## src/rtl/regfile_sb.sv

```systemverilog
// RV32I integer register file with per-register pending-writer scoreboard for RAW stalls.
// Optional macro REGFILE_SB_BYPASS_EN: same-cycle writeback forwarding to read data and busy.
module regfile_sb #(
  parameter int XLEN     = 32,
  parameter int SB_CNT_W = 2
) (
  input  logic            clk,
  input  logic            rst,
  input  logic            i_rd_wen,
  input  logic [4:0]      i_rd_addr,
  input  logic [XLEN-1:0] i_rd_wdata,
  input  logic [4:0]      i_rs1_addr,
  input  logic [4:0]      i_rs2_addr,
  output logic [XLEN-1:0] o_rs1_data,
  output logic [XLEN-1:0] o_rs2_data,
  input  logic            i_issue_valid,
  input  logic            i_issue_rd_wen,
  input  logic [4:0]      i_issue_rd_addr,
  output logic            o_issue_ready,
  output logic            o_rs1_busy,
  output logic            o_rs2_busy,
  input  logic            i_flush
);

  localparam logic [SB_CNT_W-1:0] CNT_MAX  = '1;
  localparam logic [SB_CNT_W-1:0] CNT_ONE  = SB_CNT_W'(1);
  localparam logic [SB_CNT_W-1:0] CNT_ZERO = '0;

  logic [XLEN-1:0]     regs_q [1:31];
  logic [XLEN-1:0]     regs_d [1:31];
  logic [SB_CNT_W-1:0] cnt_q  [1:31];
  logic [SB_CNT_W-1:0] cnt_d  [1:31];

  logic [XLEN-1:0]     rs1_reg, rs2_reg;
  logic [SB_CNT_W-1:0] rs1_cnt, rs2_cnt, iss_cnt, wb_cnt;
  logic                wr_en, inc, dec;

  // x0 has no storage; every lookup of address 0 yields zero data and a zero count.
  always_comb begin
    rs1_reg = '0;
    rs2_reg = '0;
    rs1_cnt = '0;
    rs2_cnt = '0;
    iss_cnt = '0;
    wb_cnt  = '0;
    if (i_rs1_addr != 5'd0) begin
      rs1_reg = regs_q[i_rs1_addr];
      rs1_cnt = cnt_q[i_rs1_addr];
    end
    if (i_rs2_addr != 5'd0) begin
      rs2_reg = regs_q[i_rs2_addr];
      rs2_cnt = cnt_q[i_rs2_addr];
    end
    if (i_issue_rd_addr != 5'd0) iss_cnt = cnt_q[i_issue_rd_addr];
    if (i_rd_addr != 5'd0)       wb_cnt  = cnt_q[i_rd_addr];
  end

  assign wr_en         = i_rd_wen & (i_rd_addr != 5'd0);
  assign o_issue_ready = ~(i_issue_rd_wen & (iss_cnt == CNT_MAX));
  assign inc           = i_issue_valid & i_issue_rd_wen & o_issue_ready & (i_issue_rd_addr != 5'd0);
  assign dec           = wr_en & (wb_cnt != CNT_ZERO);

  always_comb begin
    for (int r = 1; r < 32; r++) begin
      regs_d[r] = regs_q[r];
      cnt_d[r]  = cnt_q[r];
      if (wr_en && (i_rd_addr == 5'(r))) regs_d[r] = i_rd_wdata;
      if (i_flush) begin
        cnt_d[r] = CNT_ZERO;
      end else if (inc && (i_issue_rd_addr == 5'(r)) && !(dec && (i_rd_addr == 5'(r)))) begin
        cnt_d[r] = cnt_q[r] + CNT_ONE;
      end else if (dec && (i_rd_addr == 5'(r)) && !(inc && (i_issue_rd_addr == 5'(r)))) begin
        cnt_d[r] = cnt_q[r] - CNT_ONE;
      end
    end
  end

  always_ff @(posedge clk or posedge rst) begin
    if (rst) begin
      for (int r = 1; r < 32; r++) begin
        regs_q[r] <= '0;
        cnt_q[r]  <= '0;
      end
    end else begin
      for (int r = 1; r < 32; r++) begin
        regs_q[r] <= regs_d[r];
        cnt_q[r]  <= cnt_d[r];
      end
    end
  end

`ifdef REGFILE_SB_BYPASS_EN
  logic fwd1, fwd2, retire1, retire2;

  // Forwarding is masked during reset so the read ports stay at zero.
  always_comb begin
    fwd1       = ~rst & wr_en & (i_rd_addr == i_rs1_addr);
    fwd2       = ~rst & wr_en & (i_rd_addr == i_rs2_addr);
    retire1    = fwd1 & (rs1_cnt == CNT_ONE) & ~(inc & (i_issue_rd_addr == i_rs1_addr));
    retire2    = fwd2 & (rs2_cnt == CNT_ONE) & ~(inc & (i_issue_rd_addr == i_rs2_addr));
    o_rs1_data = fwd1 ? i_rd_wdata : rs1_reg;
    o_rs2_data = fwd2 ? i_rd_wdata : rs2_reg;
    o_rs1_busy = (rs1_cnt != CNT_ZERO) & ~retire1;
    o_rs2_busy = (rs2_cnt != CNT_ZERO) & ~retire2;
  end
`else
  assign o_rs1_data = rs1_reg;
  assign o_rs2_data = rs2_reg;
  assign o_rs1_busy = (rs1_cnt != CNT_ZERO);
  assign o_rs2_busy = (rs2_cnt != CNT_ZERO);
`endif

endmodule

```

## config.mk

```make
export PLATFORM = sky130hd
export DESIGN_NAME = regfile_sb
export DESIGN_NICKNAME = d
export VERILOG_FILES = /design/src/rtl/regfile_sb.sv
export SDC_FILE = /design/constraint.sdc
export NUM_CORES = 2
export LEC_CHECK = 0
export CORE_MARGIN = 2
export CORE_UTILIZATION = 59
export DETAILED_ROUTE_END_ITERATION = 10
export PLACE_DENSITY = 0.84
export SLEW_MARGIN = 20
export SYNTH_ARGS = -nofsm -noshare
export SYNTH_HDL_FRONTEND = slang
export SYNTH_SLANG_ARGS = --single-unit
```

## constraint.sdc

```tcl
create_clock -name clk -period 45.9 [get_ports clk]
set_input_delay 4.59 -clock clk [delete_from_list [all_inputs] [get_ports clk]]
set_output_delay 4.59 -clock clk [all_outputs]
set_load 0.02 [all_outputs]
```

==> impl_results.md <==
- Nets@finish: 3705
- Die Wd: 317 um
- Final Max Tran Viols: 0
- DRT Pass-1 Iters: 5
- WS Path Type: input port to output pin
- Synth Area in Simple Gates: 2.52%
- IO buf count: 124
- Total track usage: 32.6%
- Fmax: 76.0 MHz
- Mapped cell area: 57700 um2
- Post-CTS Resized: 0
- Post-CTS Setup Repair Bufs: 0
- Post-CTS Hold Buffers: 0
- Yosys top cell by area: dfrtp_1
- Vias per inst: 7.26
- Proportion of synthesized area in mux cells: 45.3%
- CP max stage delay: 0.81 ns
- Worst-path fanout max: 44
- Worst skew pair latency: 0.70 ns
- DR WL met3: 15000 um
- Lkg Pwr: 26.7 nW
- Routed Antenna Nets: 0
- Fillcell total: 6407
- Power per Cell Area: 43.3 nW/um2
- Post-Synth XOR/XNOR Area: 0.997%
- Endpoints failing setup: 0
- CTS HTree Levels: 3
- Top FF cell, synth: dfrtp_1
- Hold slack: 0.519 ns
- Post-synthesis compound-gate area fraction: 2.57%
- Maximum vdd drop: 28.7 uV
- Final hold vios: 0
- Fraction of layout cells with a size suffix above 1: 54.3%
- Core area: 96900 um2
- First-pass GRT wire length: 243000 um
- DIE AREA: 100000 um2
- Final TNS setup: 0 ns
- Cts bufs inserted: 107
- DR WL/cell: 32.0 um
- Met2 WL: 77700 um
- Clock skew: 0.0182 ns
- FFs w/ async S/R, synth: 100%
- Clk sinks: 1054
- Die Span Y: 317 um
- Final Wtd Congestion: 0.906
- Final Worst Setup Slack: 32.74 ns
- Root Buffer: clkbuf_16
- Synth Net Count: 3798
- Max-slew headroom: 23.4%
- Period utilization: 28.7%
- Row cnt: 114
- Final WL: 160000 um
- Worst-Margin Slew: 1.15 ns
- Iter 0 DRT Violations: 3750
- Via count: 36.4k
- Post-route minimum period: 13.16 ns
- GRT overflow: 0
- Pre-CTS setup slack: 32.66 ns
- Post-Synth Adder-Cell Area: 0%
- Largest net degree at the start of global routing: 135
- Synth Area per Inst: 15.4 um2
- Crit. End Element: output pin
- Initial Util: 59.6%
- Status: finished clean
- Critical Path, Cell by Cell: buf_8, buf_4, buf_4, mux4_2, mux4_2, mux2_2, clkdlybuf4s50_1
- Post-synth EDFFs: 0
- Synth top area share: 45.7%
- Detailed placer's ending HPWL: 87400 um
- DRC violations left: 0
- Met1 wire length: 59800 um
- Critical Path RT: 41.31 ns
- Max_cap viols: 0
- # IOs: 125
- Vias in the first global route: 37.9k
- Synth Warn #: 0
- Hold crit path type: flop to flop
- CTS tree: built
- Largest family of logic cells by synthesized area: multiplexers
- Slowest stage cell, crit path: buf_4
- FF+latch count, synth: 1054
- Arr. time, crit path: 8.57 ns
- Unique masters post-synth: 65
- Synth top cells by count: 1110 x mux2_2, 1054 x dfrtp_1, 594 x mux4_2
- Area contributors post-synth: dfrtp_1 46%, mux4_2 23%, mux2_2 22%, clkbuf_1 1.5%, a22o_1 0.80%
- RSZ-0062 raised after global routing: false
- CP startpoint kind: input port
- Mapped Cells: 3740
- Max Root-Sink Buffers: 3
- Initial antenna violation count: 6
- DR top layer: met5
- Register area share after synthesis: 45.7%
- Clock-pin slew on the worst setup and hold paths: 0.05 ns
- Count leader, synth: mux2_2
- Syn-to-layout area delta: 9.84%
==> per-layer routing <==
metal | vias up | GRT usage (%)
met5 | - | 0
met1 | 19500 | 43.6
li1 | 14300 | -
met3 | 476 | 7.01
met4 | 4 | 14.1
met2 | 2056 | 52.1
==> worst max-delay path: cells and delay by family <==
family	cells	cell delay (ns)
buffers and inverters	4	2.52
multiplexers	3	1.40
==> final timing paths <==
| check | start | end | slack (ns) | depth (start not counted) |
|---|---|---|---|---|
| max reg2reg | cnt_q[46] | cnt_q[12] | 42.83 | 7 |
| max in group asynchronous | rst | regs_q[183] | 39.05 | 4 |
| min reg2reg | regs_q[769] | regs_q[769] | 0.52 | 1 |
| min | regs_q[769] | regs_q[769] | 0.52 | 1 |
| max | i_rs1_addr[0] | o_rs1_data[27] | 32.74 | 7 |
| min in group asynchronous | rst | regs_q[396] | 4.43 | 2 |
==> logic make-up (layout without fill, tap and decap cells) <==
kind of cell	Yosys count	in the layout
muxes	1726	1726
DFF	1054	1054
buffers and inverters	398	389
and+or+nand+nor	297	297
AOI/OAI and AO/OA	213	213
xor gates and xnor gates	52	52
other	0	5
==> state kept, by name, indices dropped and copies added (netlist names) <==
name	flops
cnt_q	62
regs_q	992
==> final cells by class <==
type | count | area, um2 | area share (%)
clock inverters | 40 | 531 | 0.836
inverters | 4 | 22.5 | 0.0355
repair buffers | 192 | 1800 | 2.84
multi-input cells | 2288 | 29900 | 47.2
well taps | 1276 | 1600 | 2.52
diodes | 5 | 12.5 | 0.0197
flip-flops and latches | 1054 | 26400 | 41.6
clock buffers | 153 | 3170 | 4.99
==> through the flow <==
stage          instances  cell area [um2]  utilization, %  power [W]
6_report            5012            63400            65.5    0.00275
2_1_floorplan       3740            57700               -    0.00166
5_1_grt             5011            63400            65.5    0.00284
4_1_cts             5007            63400            65.5    0.00274
3_5_place_dp        4814            59700            61.7    0.00183
3_3_place_gp        4814            59700            61.7    0.00179
==> placed cells by master, fill, tap and decap left out, drive strengths merged, types with 6 or more instances in the layout <==
cell type      instances
bufinv                11
xor3                   8
and2                  17
dfrtp               1054
mux2                1113
nor2b                  9
a31oi                 11
nand3b                 6
a221oi                13
buf                   79
clkinv                22
nand3                 38
nor3b                  6
a22o                  54
mux2i                 14
nand2b                 6
and3                   8
clkinvlp               6
clkbuf               153
clkdlybuf4s50        113
mux4                 599
o31ai                 11
a21oi                 40
xnor2                 42
nand4                 12
nand2                 78
nor2                  99
o21ai                 64
==> power breakdown <==
group          internal, W  switching (W)  leakage [nW]
clock             0.000540       0.000380          1.81
combinational     0.000368       0.000229          11.3
sequential         0.00110       0.000128          13.5
total              0.00201       0.000737          26.7
Note: power is estimated with default switching activity, not from simulation.
